==> src/rtl/video_pkg.sv <==
// Shared types and defaults for the video fetch arbiter and its fetch tracker.
package video_pkg;

    typedef enum logic [1:0] {
        S_SH       = 2'd0,
        S_DRAIN_VK = 2'd1,
        S_VK       = 2'd2,
        S_DRAIN_SH = 2'd3
    } arb_state_e;

    localparam logic OWN_SH = 1'b0;
    localparam logic OWN_VK = 1'b1;

    localparam logic [1:0]  SLOT_DEFAULT     = 2'd0;
    localparam int          DATA_LAT_DEFAULT = 4;
    localparam logic [19:0] WD_MAX_DEFAULT   = 20'd800000;

    // Watchdog step: counts up and parks at the limit.
    function automatic logic [19:0] wd_step(input logic [19:0] cnt, input logic [19:0] lim);
        if (cnt >= lim) begin
            wd_step = lim;
        end else begin
            wd_step = cnt + 20'd1;
        end
    endfunction

    function automatic logic [15:0] sat_inc16(input logic [15:0] cnt);
        if (cnt == 16'hFFFF) begin
            sat_inc16 = cnt;
        end else begin
            sat_inc16 = cnt + 16'd1;
        end
    endfunction

endpackage

==> src/rtl/fetch_tracker.sv <==
// Tracks the single in-flight video fetch: latches the issue, times the read
// strobe, captures the returned word and routes the valid pulse to its requester.
module fetch_tracker
    import video_pkg::*;
#(
    parameter int DATA_LAT = DATA_LAT_DEFAULT
) (
    input  logic        clk_32,
    input  logic        reset_n,
    input  logic        issue,
    input  logic [22:0] issue_addr,
    input  logic        issue_owner,
    input  logic [63:0] mem_data,
    output logic        mem_read,
    output logic [22:0] mem_addr,
    output logic [63:0] rdata,
    output logic        sh_valid,
    output logic        vk_valid,
    output logic        busy
);

    localparam logic [3:0] LAT_LOAD = 4'(DATA_LAT - 1);

    logic [3:0] lat_cnt_r;
    logic       dest_r;
    logic       last_cycle_s;

    // The strobe itself is the busy indication: it drops on the same edge the
    // data is captured, so a slot in the valid cycle can issue again.
    assign busy         = mem_read;
    assign last_cycle_s = mem_read && (lat_cnt_r == 4'd0);

    // Issue latch and read-strobe duration counter
    always_ff @(posedge clk_32 or negedge reset_n) begin
        if (!reset_n) begin
            mem_read  <= 1'b0;
            mem_addr  <= 23'd0;
            lat_cnt_r <= 4'd0;
            dest_r    <= OWN_SH;
        end else if (issue && !mem_read) begin
            mem_read  <= 1'b1;
            mem_addr  <= issue_addr;
            lat_cnt_r <= LAT_LOAD;
            dest_r    <= issue_owner;
        end else if (last_cycle_s) begin
            mem_read  <= 1'b0;
        end else if (mem_read) begin
            lat_cnt_r <= lat_cnt_r - 4'd1;
        end else begin
            lat_cnt_r <= lat_cnt_r;
        end
    end

    // Data capture on the final strobe cycle and one-cycle valid routing
    always_ff @(posedge clk_32 or negedge reset_n) begin
        if (!reset_n) begin
            rdata    <= 64'd0;
            sh_valid <= 1'b0;
            vk_valid <= 1'b0;
        end else if (last_cycle_s) begin
            rdata    <= mem_data;
            sh_valid <= (dest_r == OWN_SH);
            vk_valid <= (dest_r == OWN_VK);
        end else begin
            sh_valid <= 1'b0;
            vk_valid <= 1'b0;
        end
    end

endmodule

==> src/rtl/video_fetch_arbiter.sv <==
// Shares the 64-bit video read port between the ST shifter and the Viking card,
// switching owner only when idle and at a frame boundary. Optional: VIDEO_ARB_STATS_EN.
module video_fetch_arbiter
    import video_pkg::*;
#(
    parameter logic [1:0]  SLOT     = SLOT_DEFAULT,
    parameter int          DATA_LAT = DATA_LAT_DEFAULT,
    parameter logic [19:0] WD_MAX   = WD_MAX_DEFAULT
) (
    input  logic        clk_32,
    input  logic        reset_n,
    input  logic        clk_8_en,
    input  logic [1:0]  bus_cycle,
    input  logic        viking_enable,
    input  logic        sh_read,
    input  logic [22:0] sh_vaddr,
    input  logic        sh_vs,
    input  logic        vk_read,
    input  logic [22:0] vk_vaddr,
    input  logic        vk_vs,
    output logic        mem_read,
    output logic [22:0] mem_addr,
    input  logic [63:0] mem_data,
    output logic [63:0] rdata,
    output logic        sh_valid,
    output logic        vk_valid,
    output logic        owner,
    output logic        switching
`ifdef VIDEO_ARB_STATS_EN
    ,
    output logic [15:0] skip_cnt
`endif
);

    arb_state_e  state_r;
    arb_state_e  state_nxt_s;
    logic [19:0] wd_r;
    logic        wd_done_s;
    logic        slot_s;
    logic        busy_s;
    logic        issue_s;
    logic [22:0] issue_addr_s;
    logic        issue_owner_s;
    logic        own_nxt_s;
    logic        drain_nxt_s;

    assign slot_s    = clk_8_en && (bus_cycle == SLOT);
    // The current drain cycle is the one that brings the count up to the limit.
    assign wd_done_s = (wd_step(wd_r, WD_MAX) >= WD_MAX);

    assign own_nxt_s   = (state_nxt_s == S_VK) || (state_nxt_s == S_DRAIN_SH);
    assign drain_nxt_s = (state_nxt_s == S_DRAIN_VK) || (state_nxt_s == S_DRAIN_SH);

    // FSM state register
    always_ff @(posedge clk_32 or negedge reset_n) begin
        if (!reset_n) begin
            state_r <= S_SH;
        end else begin
            state_r <= state_nxt_s;
        end
    end

    // Next-state and fetch-issue decode; a level check on viking_enable in the
    // owned states is the rising/falling edge, since the drain exit guarantees
    // the opposite level on arrival.
    always_comb begin
        state_nxt_s   = state_r;
        issue_s       = 1'b0;
        issue_addr_s  = sh_vaddr;
        issue_owner_s = OWN_SH;
        case (state_r)
            S_SH: begin
                issue_s = slot_s && sh_read && !busy_s;
                if (viking_enable) begin
                    state_nxt_s = S_DRAIN_VK;
                end else begin
                    state_nxt_s = S_SH;
                end
            end
            S_VK: begin
                issue_s       = slot_s && vk_read && !busy_s;
                issue_addr_s  = vk_vaddr;
                issue_owner_s = OWN_VK;
                if (!viking_enable) begin
                    state_nxt_s = S_DRAIN_SH;
                end else begin
                    state_nxt_s = S_VK;
                end
            end
            S_DRAIN_VK: begin
                if (busy_s) begin
                    state_nxt_s = S_DRAIN_VK;
                end else if (!viking_enable) begin
                    state_nxt_s = S_SH;
                end else if (vk_vs || wd_done_s) begin
                    state_nxt_s = S_VK;
                end else begin
                    state_nxt_s = S_DRAIN_VK;
                end
            end
            S_DRAIN_SH: begin
                if (busy_s) begin
                    state_nxt_s = S_DRAIN_SH;
                end else if (viking_enable) begin
                    state_nxt_s = S_VK;
                end else if (sh_vs || wd_done_s) begin
                    state_nxt_s = S_SH;
                end else begin
                    state_nxt_s = S_DRAIN_SH;
                end
            end
            default: begin
                state_nxt_s = S_SH;
            end
        endcase
    end

    // Drain watchdog: held at zero outside a drain, so each drain starts fresh
    always_ff @(posedge clk_32 or negedge reset_n) begin
        if (!reset_n) begin
            wd_r <= 20'd0;
        end else if ((state_r == S_SH) || (state_r == S_VK)) begin
            wd_r <= 20'd0;
        end else begin
            wd_r <= wd_step(wd_r, WD_MAX);
        end
    end

    // Owner and drain flags, registered from the next state so they track it
    always_ff @(posedge clk_32 or negedge reset_n) begin
        if (!reset_n) begin
            owner     <= OWN_SH;
            switching <= 1'b0;
        end else begin
            owner     <= own_nxt_s;
            switching <= drain_nxt_s;
        end
    end

    fetch_tracker #(
        .DATA_LAT (DATA_LAT)
    ) u_fetch_tracker (
        .clk_32      (clk_32),
        .reset_n     (reset_n),
        .issue       (issue_s),
        .issue_addr  (issue_addr_s),
        .issue_owner (issue_owner_s),
        .mem_data    (mem_data),
        .mem_read    (mem_read),
        .mem_addr    (mem_addr),
        .rdata       (rdata),
        .sh_valid    (sh_valid),
        .vk_valid    (vk_valid),
        .busy        (busy_s)
    );

`ifdef VIDEO_ARB_STATS_EN
    logic owner_read_s;

    assign owner_read_s = (owner == OWN_VK) ? vk_read : sh_read;

    // Owner slots that went unserved; restarts whenever ownership flips
    always_ff @(posedge clk_32 or negedge reset_n) begin
        if (!reset_n) begin
            skip_cnt <= 16'd0;
        end else if (own_nxt_s != owner) begin
            skip_cnt <= 16'd0;
        end else if (slot_s && owner_read_s && !issue_s) begin
            skip_cnt <= sat_inc16(skip_cnt);
        end else begin
            skip_cnt <= skip_cnt;
        end
    end
`endif

endmodule
==> config.mk <==
export PLATFORM = sky130hd
export DESIGN_NAME = video_fetch_arbiter
export DESIGN_NICKNAME = d
export VERILOG_FILES = /design/src/rtl/video_pkg.sv /design/src/rtl/fetch_tracker.sv /design/src/rtl/video_fetch_arbiter.sv
export SDC_FILE = /design/constraint.sdc
export NUM_CORES = 1
export LEC_CHECK = 0
export ABC_AREA = 1
export BUFFER_PORTS_ARGS = -buffer_cell sky130_fd_sc_hd__buf_2
export CAP_MARGIN = 20
export CORE_MARGIN = 2
export CORE_UTILIZATION = 54
export CTS_BUF_LIST = sky130_fd_sc_hd__clkbuf_4
export CTS_CLUSTER_DIAMETER = 200
export CTS_CLUSTER_SIZE = 12
export DETAILED_ROUTE_END_ITERATION = 8
export MAX_ROUTING_LAYER = met4
export PLACE_DENSITY = 0.88
export SLEW_MARGIN = 10
export SYNTH_ARGS = -nofsm -noshare
export SYNTH_HDL_FRONTEND = slang
export SYNTH_SLANG_ARGS = --single-unit
==> constraint.sdc <==
create_clock -name clk_32 -period 2.76 [get_ports clk_32]
set_input_delay 0.276 -clock clk_32 [delete_from_list [all_inputs] [get_ports clk_32]]
set_output_delay 0.276 -clock clk_32 [all_outputs]
set_load 0.02 [all_outputs]
==> run metrics, run 1 <==
max-slew violation count=0; Fin Setup TNS=0 ps; Yosys reg bits=118; critical path type=register to register; vias in the first global route=6093; Seq pwr share=0.390; drt pass-1 iters=5; RSZ-0062 raised after global routing=false; die height=102.5 um; initial antenna violation count=0; Switching Share=0.4528; CP endpoint kind=register; Synth Area per Inst=8.235 sq um; maximum clock path buffer count=2; post-DP HPWL=9954 um; largest net degree at the start of global routing=67; number of routed nets with antenna violations=0; WL final=18810 um; cell internal pwr=0.004195 W; first-pass GRT wire length=29220 um; Sink Count=118; detailed-route via count=5959; Hold Slack=42.63 ps; Cells after Synth=636; routability-driven placement congestion ratio=0.9059; worst-skew pair later-pin latency=540 ps; measured slew at the worst slew-check pin=702.1 ps; Reg clk slew, reported paths=120 ps; Inserted Clock Buffers=17; Worst slew margin=0.5319; share of cells above drive strength 1=0.2829; post-CTS setup buffer count=0; Syn Std Cell Area=5238 sq um; vias per std cell=5.447; CTS Root Cell=clkbuf_4; combinational power share=0.466; CP Data Required Time=3190 ps; Tmin final=2554 ps; initial core utilization=0.5615; outcome=completed; CTS tree=done; max frequency=0.3916 GHz; Critical Path AT=2980 ps; Synth warnings=0; antenna diode count=0; Fin. Hold Viols=0; pwr/cell area=992.5 nW/um^2; layout net count=1076; final setup fails=0; post-synthesis sequential area ratio=0.5638; site row count=35; area grow syn2layout=47.49%; clock skew=22.83 ps; grt ovf=0; Max VDD drop=0.6766 mV; Core Box Area=9328 sq um; Die Wd=102.5 um; fraction of the cycle the final worst path needs=0.9253; H-tree depth=4; crit path max fanout=26; Synth Net Count=759; Critical Path Start Type=register; leakage=4.030 nW; Total GRT Usage=0.3804; Top-Level Pins=212; die area=10500 sq um; max_cap viols=0; distinct cell type count after synthesis=34; WL/cell=17.19 um; PortBufs=211; drt drc=0; clock network fraction of total power=0.144; Switching Power=0.003472 W; Iter 0 DRT Violations=454; HP Class=input port to register; # fillers=474
## registers in the layout (all words and copies together) (netlist names)
name and flops:
u_fetch_tracker.lat_cnt_r 4, u_fetch_tracker.dest_r 1, u_fetch_tracker.mem_addr 23, owner 1, u_fetch_tracker.sh_valid 1, u_fetch_tracker.rdata 64
wd_r 20, state_r 1, switching 1, u_fetch_tracker.busy 1, u_fetch_tracker.vk_valid 1
## power by group through the flow
stage               sequential [W]  combinational (W)  clock, W
floorplan                  0.00373            0.00102         0
finish                     0.00299            0.00357   0.00111
global route               0.00305            0.00382   0.00119
global placement           0.00288            0.00291         0
CTS                        0.00289            0.00335   0.00111
detailed placement         0.00290            0.00303         0
## stage by stage
| stage | util | std cells | instance area, sq um | total power [W] | worst slack [ps] |
|---|---|---|---|---|---|
| floorplan | - | 636 | 5238 | 0.004753 | 1039 |
| global placement | 0.6881 | 956 | 6419 | 0.005788 | 937.5 |
| global route | 0.8282 | 1094 | 7725 | 0.008058 | 76.68 |
| CTS | 0.8278 | 1094 | 7721 | 0.007349 | 278.5 |
| finish | 0.8282 | 1094 | 7725 | 0.007667 | 206.2 |
| detailed placement | 0.6881 | 956 | 6419 | 0.005930 | 761.1 |
## worst max-delay path: stages (launching register included)
cell	delay, ps
dfrtp_1	490
inv_4	230
nand2_2	110
nand2_1	80
nand2_1	50
nand2_1	100
clkinv_2	290
buf_12	280
nor2_1	130
a31oi_1	80
dlygate4sd3_1	610
## synthesized netlist by cell type, drive strengths merged
master	n	area share
xor2	4	0.0067
clkinv	1	0.00072
a31oi	26	0.031
dfrtp	118	0.56
nand3	26	0.031
nand3b	2	0.0029
o21a	1	0.0014
a211oi	1	0.0014
nor2	57	0.048
nand4	10	0.012
clkbuf	14	0.010
a2111oi	2	0.0033
nand2	297	0.22
nor3	9	0.0086
inv	36	0.026
o21ai	9	0.0093
or2	2	0.0024
ha	3	0.0072
a22oi	1	0.0014
a21oi	4	0.0038
xnor2	1	0.0017
buf	12	0.011
## placed cells by master (no fill, tap or decap), types with 3 or more instances in the layout
master         synthesis  final
a21oi_1                4      4
a31oi_1               26     26
buf_2                  3    210
buf_4                  0      5
clkbuf_4               0     19
clkinv_1               1      6
clkinv_2               0      3
clkinvlp_4             0      4
dfrtp_1              118    118
dlygate4sd3_1          0    107
ha_1                   3      3
inv_1                 28     27
inv_2                  7      6
nand2_1              290    290
nand2_2                6      6
nand3_1               20     20
nand3_2                6      6
nand4_1               10     10
nor2_1                51     51
nor2_4                 4      4
nor3_1                 9      9
o21ai_0                7      7
xor2_1                 4      4
## final cells by class
| cell class | instances | area, sq um | area share |
|---|---|---|---|
| Tap cell | 129 | 161.4 | 0.02089 |
| Inverter | 37 | 145.1 | 0.01879 |
| Clock inverter | 12 | 88.84 | 0.01150 |
| Sequential cell | 118 | 2953 | 0.3822 |
| Clock buffer | 19 | 142.6 | 0.01846 |
| Timing Repair Buffer | 324 | 2200 | 0.2847 |
| Multi-Input combinational cell | 455 | 2034 | 0.2634 |
## cell families (layout without fill, tap and decap cells)
group                      Yosys count  in the layout  share of synthesized area
xor gates and xnor gates             5              5                   0.008361
and+or+nand+nor                    403            403                     0.3211
AOI/OAI and AO/OA                   44             44                    0.05184
adders and majority gates            3              3                   0.007168
buffers and inverters               63            392                    0.04778
DFF                                118            118                     0.5638
## layer usage
layer | up-vias | GRT usage | share of wire
met5 | - | - | 0
met4 | 0 | 0.2503 | 0.064
met3 | 138 | 0.1012 | 0.066
met2 | 383 | 0.6244 | 0.51
met1 | 2791 | 0.4029 | 0.36
li1 | 2647 | - | -
## path summary, 6_finish.rpt
kind                                                            start                                        to  slack (ps)  depth (start not counted)
worst min-delay path                                     vk_vaddr[14]  u_fetch_tracker.mem_addr[14]$_DFFE_PN0P_          40                          3
max in group asynchronous                                     reset_n     u_fetch_tracker.rdata[43]$_DFFE_PN0P_        1660                          3
worst max register to register                    switching$_DFF_PN0_   u_fetch_tracker.mem_addr[8]$_DFFE_PN0P_         210                         10
min in group asynchronous                                     reset_n   u_fetch_tracker.mem_addr[1]$_DFFE_PN0P_         320                          2
worst min register to register  u_fetch_tracker.rdata[61]$_DFFE_PN0P_     u_fetch_tracker.rdata[61]$_DFFE_PN0P_         490                          2
worst max-delay path                              switching$_DFF_PN0_   u_fetch_tracker.mem_addr[8]$_DFFE_PN0P_         210                         10
## what timing repair did
item | 4_1_cts | 5_1_grt
hold buffers | 107 | 0
endpoints found under the hold margin | 138 | 0
endpoints found under the setup margin | 0 | 2
gates resized for setup | 0 | 3
Note: power is estimated with default switching activity, not from simulation.
==> inputs of run 2 (changes only) <==
--- a/config.mk
+++ b/config.mk
@@ -6,7 +6,7 @@
 export NUM_CORES = 1
 export LEC_CHECK = 0
 export ABC_AREA = 1
-export BUFFER_PORTS_ARGS = -buffer_cell sky130_fd_sc_hd__buf_2
+export BUFFER_PORTS_ARGS = -buffer_cell sky130_fd_sc_hd__clkbuf_2
 export CAP_MARGIN = 20
 export CORE_MARGIN = 2
 export CORE_UTILIZATION = 54
==> run 2 against run 1 <==
  * Final cell count down 0.91%
  * Via count up 1.2%
  * Setup slack worse by 15 ps
  * First-iteration DRC count up 13%
  * Sequential power about the same
  * Critical path depth up 1
  * Register-to-register slack worse by 20 ps
  * Global-route usage down 0.35 points
  * Total power up 3.4%
  * Critical endpoint is now u_fetch_tracker.mem_addr[12]$_DFFE_PN0P_
  * Highest routed layer unchanged
==> run metrics, run 2 (same netlist as run 1, synthesis figures left out) <==
detailed-route via count=6028 (was 5959); WL final=19250 um (was 18810 um); initial core utilization=0.5615 (unchanged); Critical Path Start Type=register (unchanged); post-CTS setup buffer count=0 (unchanged); Core Box Area=9328 sq um (unchanged); drt pass-1 iters=8 (was 5); CTS Root Cell=clkbuf_4 (unchanged); max-slew violation count=0 (unchanged); site row count=35 (unchanged); die area=10500 sq um (unchanged); area grow syn2layout=47.25% (was 47.49%); PortBufs=211 (unchanged); met3 Use GR=0.08687 (was 0.1012); max frequency=0.3893 GHz (was 0.3916 GHz); CP Data Required Time=3200 ps (was 3190 ps); met2 Usage GRT=0.6275 (was 0.6244); CTS tree=done (unchanged); Max VDD drop=0.6965 mV (was 0.6766 mV); GR Util met1=0.3943 (was 0.4029); measured slew at the worst slew-check pin=683.3 ps (was 702.1 ps); CP endpoint kind=register (unchanged); post-DP HPWL=9773 um (was 9954 um); crit path max fanout=26 (unchanged); largest net degree at the start of global routing=69 (was 67); Reg clk slew, reported paths=140 ps (was 120 ps); final worst slack=191.0 ps (was 206.2 ps); max_cap viols=0 (unchanged); Critical Path AT=3010 ps (was 2980 ps); Setup WS pre-CTS=809.6 ps (was 761.1 ps); most common cell after layout, fill and taps aside=nand2_1 (unchanged); Tmin final=2569 ps (was 2554 ps); most frequent cells in the layout=nand2_1 (290), clkbuf_2 (210), dfrtp_1 (118) (was nand2_1 (290), buf_2 (210), dfrtp_1 (118)); fraction of the cycle the final worst path needs=0.9308 (was 0.9253); Iter 0 DRT Violations=514 (was 454); leakage=4.077 nW (was 4.030 nW); Worst slew margin=0.5444 (was 0.5319); vias in the first global route=6169 (was 6093); Die Wd=102.5 um (unchanged); Fin Setup TNS=0 ps (unchanged); Largest regs=u_fetch_tracker.rdata: 64 flops, u_fetch_tracker.mem_addr: 23 flops, wd_r: 20 flops (unchanged); crit path from=switching$_DFF_PN0_ (unchanged); Top-Level Pins=212 (unchanged); share of cells above drive strength 1=0.2911 (was 0.2829); Sink Count=118 (unchanged); first-pass GRT wire length=29170 um (was 29220 um); drt drc=0 (unchanged); RSZ-0062 raised after global routing=false (unchanged); outcome=completed (unchanged); min-delay src=vk_vaddr[7] (was vk_vaddr[14]); busiest grt layer=met2 (unchanged); routability-driven placement congestion ratio=0.9189 (was 0.9059); Pwr Total=0.007925 W (was 0.007667 W); Largest Register=u_fetch_tracker.rdata (unchanged); die height=102.5 um (unchanged); maximum clock path buffer count=2 (unchanged); Total GRT Usage=0.3769 (was 0.3804); grt ovf=0 (unchanged); worst-skew pair later-pin latency=510 ps (was 540 ps); critical path type=register to register (unchanged); clock skew=35.90 ps (was 22.83 ps); Inserted Clock Buffers=17 (unchanged); H-tree depth=4 (unchanged); antenna diode count=0 (unchanged); Hold Slack=23.32 ps (was 42.63 ps); R2R Path Start=switching$_DFF_PN0_ (unchanged); vias per std cell=5.561 (was 5.447); layout net count=1065 (was 1076); number of routed nets with antenna violations=0 (unchanged); max reg flops=64 (unchanged); pwr/cell area=1028 nW/um^2 (was 992.5 nW/um^2); initial antenna violation count=0 (unchanged); final setup fails=0 (unchanged); WL/cell=17.76 um (was 17.19 um); Fin. Hold Viols=0 (unchanged); HP Class=input port to register (unchanged); Layout Utilization=0.8268 (was 0.8282)
==> run 2: path summary, 6_finish.rpt <==
| kind | endpoint | slack, ps | cells past startpoint |
|---|---|---|---|
| max | u_fetch_tracker.mem_addr[12]$_DFFE_PN0P_ | 190 | 11 |
| min | u_fetch_tracker.mem_addr[7]$_DFFE_PN0P_ | 20 | 3 |
| max reg2reg | u_fetch_tracker.mem_addr[12]$_DFFE_PN0P_ | 190 | 11 |
| min reg2reg | u_fetch_tracker.sh_valid$_DFF_PN0_ | 460 | 1 |
| max in group asynchronous | wd_r[2]$_DFF_PN0_ | 1620 | 3 |
| min in group asynchronous | wd_r[14]$_DFF_PN0_ | 350 | 2 |
==> run 2: stage by stage <==
step / area (sq um) / cells
6_report: 7712 / 1084
5_1_grt: 7712 / 1084
4_1_cts: 7672 / 1080
3_5_place_dp: 6419 / 956
3_3_place_gp: 6419 / 956
2_1_floorplan: 5238 / 636
==> run 2: repair_timing <==
item | CTS | global route
hold buffers | 92 | 4
gates resized for setup | 0 | 0
endpoints found under the hold margin | 131 | 3
==> run 2: critical path: stages (launching register included) <==
cell,delay (ps)
dfrtp_1,470
inv_2,310
nand2_2,120
inv_2,80
nand2_1,50
nand2_1,50
nand2_1,80
inv_2,320
buf_12,220
nor2_1,70
a31oi_1,160
dlygate4sd3_1,580
==> run 2: cell type report <==
| class | count | area, sq um |
|---|---|---|
| clock inverter | 14 | 197.7 |
| fill | 464 | 1615 |
| multi-input combinational | 455 | 2034 |
| sequential | 118 | 2953 |
| clock buffer | 18 | 135.1 |
| tap | 129 | 161.4 |
| inverter | 37 | 141.4 |
| timing repair buffer | 313 | 2090 |
==> run 2: per-layer routing <==
| layer | vias to the layer above | wire length (um) |
|---|---|---|
| li1 | 2621 | - |
| met1 | 2789 | 6428 |
| met2 | 443 | 9802 |
| met3 | 175 | 1357 |
| met4 | 0 | 1662 |
| met5 | - | 0 |
==> run 2: where the power goes <==
group | internal (W) | total [W] | switching (W) | leakage (nW)
clock network | 0.000737 | 0.00147 | 0.000731 | 0.163
logic | 0.00117 | 0.00345 | 0.00228 | 2.49
registers | 0.00247 | 0.00301 | 0.000543 | 1.42
==> inputs of run 3 (changes only) <==
--- a/config.mk
+++ b/config.mk
@@ -10,12 +10,13 @@
 export CAP_MARGIN = 20
 export CORE_MARGIN = 2
 export CORE_UTILIZATION = 54
-export CTS_BUF_LIST = sky130_fd_sc_hd__clkbuf_4
+export CTS_BUF_LIST = sky130_fd_sc_hd__clkbuf_8
 export CTS_CLUSTER_DIAMETER = 200
 export CTS_CLUSTER_SIZE = 12
 export DETAILED_ROUTE_END_ITERATION = 8
 export MAX_ROUTING_LAYER = met4
 export PLACE_DENSITY = 0.88
+export SKIP_CTS_REPAIR_TIMING = 1
 export SLEW_MARGIN = 10
 export SYNTH_ARGS = -nofsm -noshare
 export SYNTH_HDL_FRONTEND = slang
==> constraint.sdc (replaced) <==
create_clock -name clk_32 -period 3.1 [get_ports clk_32]
set_input_delay 0.31 -clock clk_32 [delete_from_list [all_inputs] [get_ports clk_32]]
set_output_delay 0.31 -clock clk_32 [all_outputs]
set_load 0.02 [all_outputs]
==> run 3 against run 2 <==
  * The run now ends with negative hold slack left
  * Sequential power fell by 14%
  * Cell area fell by 12%
  * Routed wire length fell by 28%
  * Die area did not move
  * Clock skew fell by 17 ps
  * Register-to-register slack improved by 350 ps
  * Count of clock-buffer cells in the layout rose by 1
  * Largest power group unchanged
  * Combinational power fell by 23%
  * Setup slack improved by 350 ps
  * Non-clock buffer count fell by 96
  * Global-route usage fell by 10 points
==> run metrics, run 3 (same netlist as run 1, synthesis figures left out) <==
outcome=finished with violations (was completed); failing checks=negative hold slack; met2 Usage GRT=0.4575 (was 0.6275); max reg flops=64 (unchanged); antenna diode count=0 (unchanged); CP endpoint kind=register (unchanged); largest net degree at the start of global routing=67 (was 69); most common cell after layout, fill and taps aside=nand2_1 (unchanged); fraction of the cycle the final worst path needs=0.8258 (was 0.9308); PortBufs=211 (unchanged); Top-Level Pins=212 (unchanged); H-tree depth=4 (unchanged); initial antenna violation count=0 (unchanged); drt drc=0 (unchanged); GR Util met1=0.3386 (was 0.3943); Die Wd=102.5 um (unchanged); critical path type=register to register (unchanged); detailed-route via count=4990 (was 6028); share of cells above drive strength 1=0.3248 (was 0.2911); final setup fails=0 (unchanged); Critical Path Start Type=register (unchanged); CTS tree=done (unchanged); # fillers=692 (was 464); crit path max fanout=34 (was 26); grt ovf=0 (unchanged); post-DP HPWL=9889 um (was 9773 um); layout net count=969 (was 1065); post-route cell area=6789 sq um (was 7712 sq um); drt pass-1 iters=5 (was 8); Sink Count=118 (unchanged); site row count=35 (unchanged); Max VDD drop=0.5853 mV (was 0.6965 mV); first-pass GRT wire length=22010 um (was 29170 um); Fin Setup TNS=0 ps (unchanged); met3 Use GR=0.05951 (was 0.08687); Iter 0 DRT Violations=238 (was 514); vias per std cell=5.051 (was 5.561); WL/cell=14.00 um (was 17.76 um); max_cap viols=0 (unchanged); Inserted Clock Buffers=17 (unchanged); pwr/cell area=972.0 nW/um^2 (was 1028 nW/um^2); WL final=13830 um (was 19250 um); worst-skew pair later-pin latency=420 ps (was 510 ps); clock skew=19.03 ps (was 35.90 ps); maximum clock path buffer count=2 (unchanged); Total GRT Usage=0.2768 (was 0.3769); max-slew violation count=0 (unchanged); Fin. Hold Viols=26 (was 0); Hold Slack=-17.96 ps (was 23.32 ps); R2R Setup Slk=540 ps (was 190 ps); HP Class=input port to async pin (was input port to register); routability-driven placement congestion ratio=0.9136 (was 0.9189); vias in the first global route=4797 (was 6169); Core Box Area=9328 sq um (unchanged); Placed Area=6406 sq um (was 6419 sq um); die area=10500 sq um (unchanged); Critical Path AT=2900 ps (was 3010 ps); area grow syn2layout=29.62% (was 47.25%); Tmin final=2560 ps (was 2569 ps); CTS Root Cell=clkbuf_8 (was clkbuf_4); Largest regs=u_fetch_tracker.rdata: 64 flops, u_fetch_tracker.mem_addr: 23 flops, wd_r: 20 flops (unchanged); leakage=3.704 nW (was 4.077 nW); most frequent cells in the layout=nand2_1 (290), clkbuf_2 (210), dfrtp_1 (118) (unchanged); Worst slew margin=0.4630 (was 0.5444); busiest grt layer=met2 (unchanged); CP Data Required Time=3440 ps (was 3200 ps); Reg clk slew, reported paths=70 ps (was 140 ps); initial core utilization=0.5615 (unchanged); Largest Register=u_fetch_tracker.rdata (unchanged); number of routed nets with antenna violations=0 (unchanged); measured slew at the worst slew-check pin=805.5 ps (was 683.3 ps); RSZ-0062 raised after global routing=false (unchanged); max frequency=0.3906 GHz (was 0.3893 GHz); die height=102.5 um (unchanged)
-- run 3: cell types whose count changed in the layout (fill, tap and decap cells not counted) --
| cell | before | now |
|---|---|---|
| buf_12 | 2 | 1 |
| clkinvlp_4 | 4 | 2 |
| dlygate4sd3_1 | 96 | 0 |
| clkinv_2 | 0 | 3 |
| clkbuf_4 | 18 | 0 |
| clkinv_1 | 2 | 1 |
| buf_4 | 5 | 6 |
| clkbuf_8 | 0 | 19 |
| clkinv_4 | 2 | 4 |
| bufinv_16 | 4 | 1 |
-- run 3: path summary, 6_finish.rpt --
path | start | to | cells after the start
hold reg to reg | u_fetch_tracker.dest_r$_DFFE_PN0P_ | u_fetch_tracker.sh_valid$_DFF_PN0_ | 1
setup / recovery | switching$_DFF_PN0_ | u_fetch_tracker.mem_addr[18]$_DFFE_PN0P_ | 10
max in group asynchronous | reset_n | u_fetch_tracker.rdata[30]$_DFFE_PN0P_ | 2
hold / removal | reset_n | wd_r[16]$_DFF_PN0_ | 1
setup reg to reg | switching$_DFF_PN0_ | u_fetch_tracker.mem_addr[18]$_DFFE_PN0P_ | 10
min in group clk_32 | mem_data[51] | u_fetch_tracker.rdata[51]$_DFFE_PN0P_ | 3
-- run 3: cell type report --
class	instances	area, sq um	share of cell area
repair buffers	217	1116	0.1644
multi-input cells	455	2034	0.2997
inverters	37	141.4	0.02083
well taps	129	161.4	0.02377
flip-flops and latches	118	2953	0.4349
clock inverters	13	121.4	0.01788
clock buffers	19	261.5	0.03852
-- run 3: critical path: stages (launching register included) --
cell and delay [ps]:
dfrtp_1 440, inv_2 320, nand2_2 410, inv_2 170, nand2_1 90, nand2_1 80, nand2_1 90, inv_2 430
buf_4 260, nor2_1 50, a31oi_1 130
-- run 3: power by group --
| group | internal (W) | total [W] | switching [W] |
|---|---|---|---|
| Combinational | 0.000868 | 0.00266 | 0.00179 |
| Clock | 0.000684 | 0.00134 | 0.000654 |
| Sequential | 0.00220 | 0.00260 | 0.000396 |
-- run 3: metrics by stage --
stage | instances | hold WS, ps | total power (W) | setup slack, ps | utilization
after global routing | 988 | 21.70 | 0.007001 | 306.0 | 0.7278
after detailed placement | 956 | 424.3 | 0.005284 | 654.6 | 0.6868
after CTS | 988 | -9.250 | 0.006646 | 590.8 | 0.7278
after floorplan | 636 | 14.41 | 0.004231 | 1379 | -
final | 988 | -17.96 | 0.006599 | 540.1 | 0.7278
after global placement | 956 | 435.9 | 0.005148 | 819.5 | 0.6868
-- run 3: layer usage --
layer | wire (um) | vias to the layer above
met5 | 0 | -
met4 | 274 | 0
met3 | 658 | 25
met2 | 7341 | 165
met1 | 5561 | 2373
li1 | - | 2427
